[config.mk]
export PLATFORM = sky130hd
export DESIGN_NAME = piso_serializer
export DESIGN_NICKNAME = d
export VERILOG_FILES = /design/src/rtl/piso_serializer.sv
export SDC_FILE = /design/constraint.sdc
export NUM_CORES = 1
export LEC_CHECK = 0
export BUFFER_PORTS_ARGS = -buffer_cell sky130_fd_sc_hd__buf_4
export CORE_MARGIN = 1.5
export CORE_UTILIZATION = 40
export DETAILED_ROUTE_END_ITERATION = 6
export GPL_TIMING_DRIVEN = 0
export MAX_ROUTING_LAYER = met4
export PLACE_DENSITY = 0.61
export SLEW_MARGIN = 20
export SYNTH_ARGS = -nofsm -noshare
export SYNTH_HDL_FRONTEND = slang
export SYNTH_SLANG_ARGS = --single-unit
export TNS_END_PERCENT = 30
[constraint.sdc]
create_clock -name clk -period 1.4 [get_ports clk]
set_clock_uncertainty 0.05 [all_clocks]
set_input_delay 0.07 -clock clk [delete_from_list [all_inputs] [get_ports clk]]
set_output_delay 0.07 -clock clk [all_outputs]
set_load 0.05 [all_outputs]
[src/rtl/piso_serializer.sv]
`default_nettype none
// ============================================================================
// Module      : piso_serializer
// Description : Parallel-in serial-out transmitter with a valid/ready load port,
//               per-word shift direction, stall enable and last-bit marker.
// Revision    : 1.0 - initial release
// ============================================================================
module piso_serializer #(
  parameter int W = 8
) (
  input  logic         clk,
  input  logic         rst,
  input  logic [W-1:0] A,
  input  logic         load_valid,
  output logic         load_ready,
  input  logic         RLselect,
  input  logic         enb,
  output logic         sout,
  output logic         sout_valid,
  output logic         last
);

  localparam int            CW      = $clog2(W + 1);
  localparam logic [CW-1:0] c_WORD  = CW'(W);
  localparam logic [CW-1:0] c_ONE   = CW'(1);

  localparam logic [0:0]    c_IDLE  = 1'b0;
  localparam logic [0:0]    c_SHIFT = 1'b1;

  logic [0:0]    r_state;
  logic [0:0]    w_state_nxt;
  logic [W-1:0]  r_sreg;
  logic          r_dir;
  logic [CW-1:0] r_cnt;

  logic          w_in_shift;
  logic          w_final_bit;
  logic          w_final_consume;
  logic          w_load;

  assign w_in_shift      = (r_state == c_SHIFT);
  assign w_final_bit     = w_in_shift & (r_cnt == c_ONE);
  assign w_final_consume = w_final_bit & enb;
  assign w_load          = load_valid & load_ready;

  // The final consumed bit frees the block in the same cycle, so words can abut.
  assign load_ready = (r_state == c_IDLE) | w_final_consume;

  // State register
  always_ff @(posedge clk or negedge rst) begin
    if (!rst) begin
      r_state <= c_IDLE;
    end else begin
      r_state <= w_state_nxt;
    end
  end

  // Next-state logic
  always_comb begin
    w_state_nxt = r_state;
    if (w_load) begin
      w_state_nxt = c_SHIFT;
    end else if (w_final_consume) begin
      w_state_nxt = c_IDLE;
    end
  end

  // Datapath: shift register, latched direction, remaining-bit counter
  always_ff @(posedge clk or negedge rst) begin
    if (!rst) begin
      r_sreg <= '0;
      r_dir  <= 1'b0;
      r_cnt  <= '0;
    end else if (w_load) begin
      r_sreg <= A;
      r_dir  <= RLselect;
      r_cnt  <= c_WORD;
    end else if (w_in_shift && enb) begin
      if (r_dir) begin
        r_sreg <= {1'b0, r_sreg[W-1:1]};
      end else begin
        r_sreg <= {r_sreg[W-2:0], 1'b0};
      end
      r_cnt <= r_cnt - c_ONE;
    end
  end

  // Output decode, from registers only
  always_comb begin
    sout_valid = 1'b0;
    sout       = 1'b0;
    last       = 1'b0;
    if (w_in_shift) begin
      sout_valid = 1'b1;
      sout       = r_dir ? r_sreg[0] : r_sreg[W-1];
      last       = w_final_bit;
    end
  end

endmodule
`default_nettype wire

Yosys cells after proc, flatten, opt, wreduce, memory -nomap -nowiden --
Cells that the tools add are included.
Operators by class: $add $sub $neg 1, equal/unequal tests 1, mux-type cells 11, bitwise operators 5, reduce and logical (&&, ||, !) cells 3
Operators with widths (count):
- two-way mux 8 bit | 3
- two-way mux 4 bit | 2
- two-way mux 1 bit | 6
- == test 4 x 1 -> 1 bit, second input constant | 1
- nonzero test 2 bit | 2
- subtractor 4 x 1 -> 4 bit, second input constant | 1
- AND 1 bit | 3
- logical AND 1 bit | 1
- inverter 1 bit | 1
- bitwise OR 1 bit | 1
Storage, ports and cells: flip-flop bits (word level) 14, bits of input ports 13, output and inout bits 4, logic and storage cells 25

Logic depth before layout (Yosys ltp) --
Gate-level depths: netlist of run 1.
depth after elaboration 6, gate-level depth with buffers 6, gate-level depth less buffers 5

Worst setup path before layout of run 1 --
OpenSTA, ideal clock, no wires.
path kind register -> output, start register r_state, end output last, data arrival time 1911 ps, setup slack -631 ps, cell stages (with the launch flop) 4, path buffers 1, cells stage by stage dfrtp_1 -> buf_6 -> nand2_1 -> nor3_1
Between the ends: longest elaborated chain between the ends 2
Ends and longest elaborated chain:
- from (decl) | line 30 | logic [0:0] r_state;
- from (signal assigned) | line 52 | r_state <= c_IDLE;
- from (signal assigned) | line 54 | r_state <= w_state_nxt;
- AND 1 bit | line 42 | assign w_final_bit = w_in_shift & (r_cnt == c_ONE);
- two-way mux 1 bit * | line 93 | if (w_in_shift) begin
- to (decl) | line 20 | output logic last
Mark *: on every way between the ends. The rest lies on a longest branch, timed or not.

Worst setup path in the final report of run 1 --
start register r_cnt[1], end register r_sreg[7]
Between the ends: longest elaborated chain between the ends 6, elaborated cells between the ends (all ways) 7, classes of those cells eq/ne: 1; mux: 1; bitwise: 4; reduce/logical: 1
Ends and longest elaborated chain:
- from (decl) | line 34 | logic [CW-1:0] r_cnt;
- from (signal assigned) | line 77 | r_cnt <= c_WORD;
- from (signal assigned) | line 84 | r_cnt <= r_cnt - c_ONE;
- == test 4 x 1 -> 1 bit * | line 42
- AND 1 bit * | line 42
- AND 1 bit * | line 43 | assign w_final_consume = w_final_bit & enb;
- bitwise OR 1 bit * | line 47 | assign load_ready = (r_state == c_IDLE) | w_final_consume;
- AND 1 bit * | line 44 | assign w_load = load_valid & load_ready;
- two-way mux 8 bit or nonzero test 2 bit (tied branches)
- to (signal assigned) | line 80 | r_sreg <= {1'b0, r_sreg[W-1:1]};
- to (signal assigned) | line 82 | r_sreg <= {r_sreg[W-2:0], 1'b0};
- to (decl) | line 32 | logic [W-1:0] r_sreg;
Marked as above. A chain may end at the register's enable or synchronous reset.

==> summary.txt, run 1 <==
Detailed routing
  – First-pass detailed-route iteration total: 4
  – DR WL/cell: 13.6 um
  – Drt first-iter violations: 10
  – Routed WL: 1840 um
  – Vias per inst: 4.99
  – Post-route antenna net violation count: 0
  – Drc violations: 0
  – Vias: 674

Placed design
  – HPWL after DPL: 1180 um
  – Port Buffers: 16
  – Placed insts: 116
  – Dpl cell area: 975 sq um
  – Pre-CTS worst setup slack: -127 ps
  – RD Place Congestion: 0.718

Finish
  – Layout Utilization: 68.8%
  – Register area: 352 sq um
  – Area Overhead vs Synth: 55.3%
  – Post-route cell area: 0.00123 sq mm
  – Area of the multi-input gates: 474 sq um
  – Fillcell total: 134
  – Post-Layout Cell Count: 135
  – Nets: 126
  – Commonest non-fill, non-tap cell in the layout: buf_4
  – ANT cells: 0
  – Layout cells sized above 1: 41.8%
  – Most frequent cells in the layout: 17 x buf_4, 13 x dfrtp_1, 11 x dlygate4sd3_1

Setup path
  – CP Class: flip-flop to flip-flop
  – CP Data Arrival Time: 1570 ps
  – Crit start category: flip-flop
  – Critical-path maximum fanout: 3
  – Worst Setup End Kind: flip-flop
  – Worst Path Required: 1510 ps

Run status
  – Failing checks: setup timing
  – Status: finished with violations

Yosys
  – Post-synth ARST share: 100%
  – Netlist area before placement: 790 sq um
  – Synth area leader: dfrtp_1
  – Top post-synthesis cells by area: dfrtp_1 44%, mux2i_1 10%, a221oi_1 6.7%
  – Post-synthesis sequential area ratio: 44.4%
  – Mapped Nets: 90
  – Yosys cell types: 27
  – Post-synthesis cell count: 75
  – Number of synthesized flops with an enable pin: 0
  – Seq cells post-synth: 14
  – Yosys Warn Count: 0
  – Syn Area/Cell: 10.5 sq um
  – Dominant synthesized flop cell: dfrtp_1
  – Share of the synthesized area in the top cell type: 44.4%

STA
  – Setup violators final: 8
  – Worst-Margin Slew: 264 ps
  – Slew headroom: 82.0%
  – Tmin final: 1460 ps
  – Fmax: 686 MHz
  – Final-report hold violation count: 0
  – Fin. max-slew vios: 0
  – Period utilisation layout: 104%
  – Unrepaired setup endpoints after global routing: yes
  – PnR worst setup slack: -57.2 ps

Pwr
  – Cell Pwr Density: 1710 mW/mm^2
  – Clk pwr share: 12.0%
  – Logic pwr share: 52.3%
  – Leakage: 0.556 nW
  – Sequential share of power: 35.7%
  – Sw power: 0.827 mW
  – Pint: 1.27 mW
  – Switching share of power: 39.4%
  – Worst vdd ir: 0.00120 V

Min path
  – Hold WC Path Type: primary input to asynchronous set/reset pin

Global route
  – First-pass GRT wire length: 2820 um
  – Total track usage: 19.4%
  – Remaining Overflow, GRT: 0
  – Largest net degree at the start of global routing: 15
  – Initial antenna violation count: 0
  – Vias in the first global route: 653

Floorplan
  – Die width: 47.4 um
  – Die Footprint: 0.00225 sq mm
  – I/O pin count: 17
  – Starting density of the core: 44.3%
  – Die H: 47.4 um
  – Row count: 15
  – Core Box Area: 0.00178 sq mm

Clock network
  – Root Buffer: clkbuf_4
  – Total CTS buffers: 3
  – CTS Sinks: 14
  – Clock-pin slew on the worst setup and hold paths: 100 ps
  – Max clock buf depth: 2
  – Htree depth: 1
  – Worst skew pair latency: 290 ps
  – CTS tree: built

Flow run
  – Number of max-cap violations: 0
-- metal layers --
metal  wire (um)  vias up  global-route usage [%]  share of wire [%]
met1         883      310                    24.0                 48
met3          63        2                    4.53                3.4
met4          20        0                    8.33                1.1
met2         870       20                    30.0                 47
li1            -      342                       -                  -
met5           0        -                       -                  0
-- synthesized netlist by cell type (2+ instances only) --
cell type and number:
ha_1 2, a21oi_1 2, inv_1 9, a221oi_1 6, mux2i_1 8, nand2_1 5, mux2_2 2, dfrtp_1 14
nor2_1 6, nor3_1 3, buf_6 2
-- through the flow --
step	TNS [ps]	power [mW]	hold WS, ps
2_1_floorplan	-50.7	1.37	-276
3_3_place_gp	-1090	1.57	-115
3_5_place_dp	-1170	1.58	-114
4_1_cts	-601	1.94	111
5_1_grt	-1010	2.24	127
6_report	-206	2.10	108
-- power by group through the flow --
stage / clock (mW) / sequential [mW] / combinational (mW)
floorplan: 0 / 0.707 / 0.666
global placement: 0 / 0.736 / 0.833
detailed placement: 0 / 0.745 / 0.840
CTS: 0.254 / 0.739 / 0.947
global route: 0.278 / 0.773 / 1.19
finish: 0.251 / 0.750 / 1.10
-- sequential cells by signal, summed over array words and instances (netlist names) --
register and flops:
r_state 1, r_cnt 4, r_dir 1, r_sreg 8
-- layout make-up --
class | count | share of cell area, %
Buffer | 3 | 2.76
Clock buffer | 4 | 2.14
Inverter | 9 | 2.76
Multi-Input combinational cell | 49 | 38.7
Sequential cell | 14 | 28.7
Tap cell | 25 | 2.55
Timing Repair Buffer | 31 | 22.4
-- repair_timing --
item / 4_1_cts / 5_1_grt
buffers inserted: 2 / 2
hold buffers: 11 / 0
pin swaps: 2 / 6
gates resized for setup: 7 / 10
endpoints found under the hold margin: 24 / 0
gates cloned: 0 / 0
setup endpoints to repair: 16 / 16
-- cell families (layout without fill, tap and decap cells) --
family | Yosys count | count (layout) | synth area share [%]
AND/OR/NAND/NOR | 22 | 22 | 15.2
AO/OA/AOI/OAI | 14 | 14 | 14.6
flip-flops | 14 | 14 | 44.4
buffers and inverters | 12 | 47 | 7.76
multiplexers | 11 | 11 | 14.9
adder cells (fa/ha/maj) | 2 | 2 | 3.17
-- worst max-delay path, cell delays in order (launching register included) --
cell	delay (ps)
dfrtp_1	400
inv_2	80
ha_4	150
and4bb_2	300
nor4b_2	60
a221o_2	290
-- final timing paths --
path / start / to / slack [ps] / cells past startpoint
hold reg to reg: r_sreg[7] / r_sreg[7] / 520 / 1
hold / removal: rst / r_state / 110 / 2
min in group clk: enb / r_cnt[1] / 130 / 4
max in group asynchronous: rst / r_dir / 1000 / 2
setup reg to reg: r_cnt[1] / r_sreg[7] / -60 / 5
setup / recovery: r_cnt[1] / r_sreg[7] / -60 / 5
Power figures use the tool's default switching activity.
==> run 2: changes to the inputs <==
Settings changed: RECOVER_POWER set to 25.
==> run 2 against run 1 <==
Net effect:
- clock power about the same
- largest power group unchanged
- sequential share of layout area up 0.088 points
- critical endpoint unchanged
- non-clock buffer count unchanged
- the run still ends with setup timing left
==> summary.txt, run 2 (same netlist as run 1, synthesis figures left out) <==
Setup path
  – CP Class: flip-flop to flip-flop
  – Worst Setup End Kind: flip-flop
  – CP Data Arrival Time: 1570 ps (about the same)
  – CP max-delay cell: dfrtp_1
  – Critical-path maximum fanout: 3 (unchanged)
  – Crit path largest cell delay: 400 ps (about the same)
  – Crit start category: flip-flop
  – Worst Path Required: 1510 ps (about the same)
  – Cell Chain, Critical Path: inv_2 -> ha_4 -> and4bb_2 -> nor4b_2 -> a221o_2

Finish
  – Largest Register: r_sreg
  – Layout cells sized above 1: 40.9% (-0.91 points)
  – ANT cells: 0 (unchanged)
  – Post-Layout Cell Count: 135 (unchanged)
  – Nets: 126 (unchanged)
  – Commonest non-fill, non-tap cell in the layout: buf_4
  – Post-route cell area: 0.00122 sq mm (-0.31%)
  – Most frequent cells in the layout: 16 x buf_4, 13 x dfrtp_1, 11 x dlygate4sd3_1
  – Max reg flops: 8 (unchanged)
  – Top Registers: r_sreg x8, r_cnt x4
  – Fillcell total: 136 (+1.5%)
  – Area Overhead vs Synth: 54.8%

STA
  – Fmax: 686 MHz (unchanged)
  – Worst-Margin Slew: 796 ps (+532 ps)
  – PnR worst setup slack: -57.2 ps (unchanged)
  – Slew headroom: 46.9% (-35 points)
  – Tmin final: 1460 ps (unchanged)
  – Unrepaired setup endpoints after global routing: yes
  – Period utilisation layout: 104% (unchanged)
  – Fin. max-slew vios: 0 (unchanged)
  – Final-report hold violation count: 0 (unchanged)
  – Setup violators final: 8 (unchanged)

Run status
  – Status: finished with violations
  – Failing checks: setup timing

Global route
  – Largest net degree at the start of global routing: 15 (unchanged)
  – Vias in the first global route: 653 (unchanged)
  – Total track usage: 19.4% (unchanged)
  – First-pass GRT wire length: 2820 um (unchanged)
  – Remaining Overflow, GRT: 0 (unchanged)
  – Initial antenna violation count: 0 (unchanged)

Detailed routing
  – Drc violations: 0 (unchanged)
  – DR WL/cell: 13.6 um (-0.11%)
  – Vias per inst: 4.99 (unchanged)
  – Post-route antenna net violation count: 0 (unchanged)
  – First-pass detailed-route iteration total: 4 (unchanged)
  – Routed WL: 1840 um (-0.11%)
  – Drt first-iter violations: 10 (unchanged)
  – Vias: 674 (unchanged)

Placed design
  – HPWL after DPL: 1180 um (unchanged)
  – Placed insts: 116 (unchanged)
  – RD Place Congestion: 0.718 (unchanged)
  – Pre-CTS worst setup slack: -127 ps (unchanged)
  – Dpl cell area: 975 sq um (unchanged)
  – Port Buffers: 16 (unchanged)

Min path
  – Hold WC Path Type: primary input to flip-flop

Pwr
  – Pwr Total: 2.10 mW (about the same)
  – Cell Pwr Density: 1720 mW/mm^2 (+0.23%)
  – Leakage: 0.552 nW (-0.65%)
  – Worst vdd ir: 0.00120 V (about the same)

Clock network
  – Max clock buf depth: 2 (unchanged)
  – CTS tree: built
  – Worst skew pair latency: 290 ps (about the same)
  – Htree depth: 1 (unchanged)
  – Root Buffer: clkbuf_4
  – Total CTS buffers: 3 (unchanged)
  – Clock-pin slew on the worst setup and hold paths: 100 ps (about the same)
  – CTS Sinks: 14 (unchanged)

Flow run
  – Number of max-cap violations: 0 (unchanged)

Floorplan
  – Die Footprint: 0.00225 sq mm (unchanged)
  – Row count: 15 (unchanged)
  – Starting density of the core: 44.3% (unchanged)
  – Die width: 47.4 um (unchanged)
  – Core Box Area: 0.00178 sq mm (unchanged)
  – Die H: 47.4 um (unchanged)
  – I/O pin count: 17 (unchanged)
run 2: changes by cell type in the layout (fill, tap and decap cells not counted), sizes merged:
cell / delta
clkbuf: +1
buf: -1
run 2: cell type report:
cell class              instances  area (sq um)  area share [%]
inverters                       9          33.8            2.76
plain buffers                   3          33.8            2.76
clock buffers                   4          26.3            2.15
multi-input cells              49           474            38.8
repair buffers                 31           272            22.2
flip-flops and latches         14           352            28.8
well taps                      25          31.3            2.56
run 2: through the flow:
step	utilization, %	hold WS (ps)	setup TNS [ps]
2_1_floorplan	-	-276	-50.7
3_3_place_gp	54.7	-115	-1090
3_5_place_dp	54.7	-114	-1170
4_1_cts	64.8	111	-601
5_1_grt	68.6	141	-1010
6_report	68.6	133	-205
run 2: power by group:
group / switching (mW) / internal (mW)
logic: 0.512 / 0.584
clock network: 0.141 / 0.111
registers: 0.173 / 0.577
run 2: what timing repair did:
item | CTS | global route
endpoints found under the setup margin | 16 | 16
resized for setup | 7 | 10
hold endpoints to repair | 24 | 0
pin swaps | 2 | 6
setup buffers | 2 | 2
hold buffers | 11 | 0
run 2: final timing paths:
path                                start  depth (start not counted)   endpoint  slack (ps)
worst max-delay path             r_cnt[1]                          5  r_sreg[7]         -60
worst min-delay path                  enb                          4   r_cnt[1]         130
worst max register to register   r_cnt[1]                          5  r_sreg[7]         -60
worst min register to register  r_sreg[7]                          1  r_sreg[7]         520
max in group asynchronous             rst                          2    r_state         440
min in group asynchronous             rst                          2    r_state         320
run 2: metal layers:
layer  GRT usage [%]  part of all wire (%)  vias to the layer above
met4            8.33                   1.1                        0
met2            30.0                    47                       20
met1            24.0                    48                      310
met5               -                     0                        -
li1                -                     -                      342
met3            4.53                   3.4                        2
run 2: worst max-delay path: cells and delay by family, from the launching register on:
family	cells	cell delay, ps
AO/OA/AOI/OAI	1	290
adder cells (fa/ha/maj)	1	150
buffers and inverters	1	80
AND/OR/NAND/NOR	2	360
flip-flops	1	400
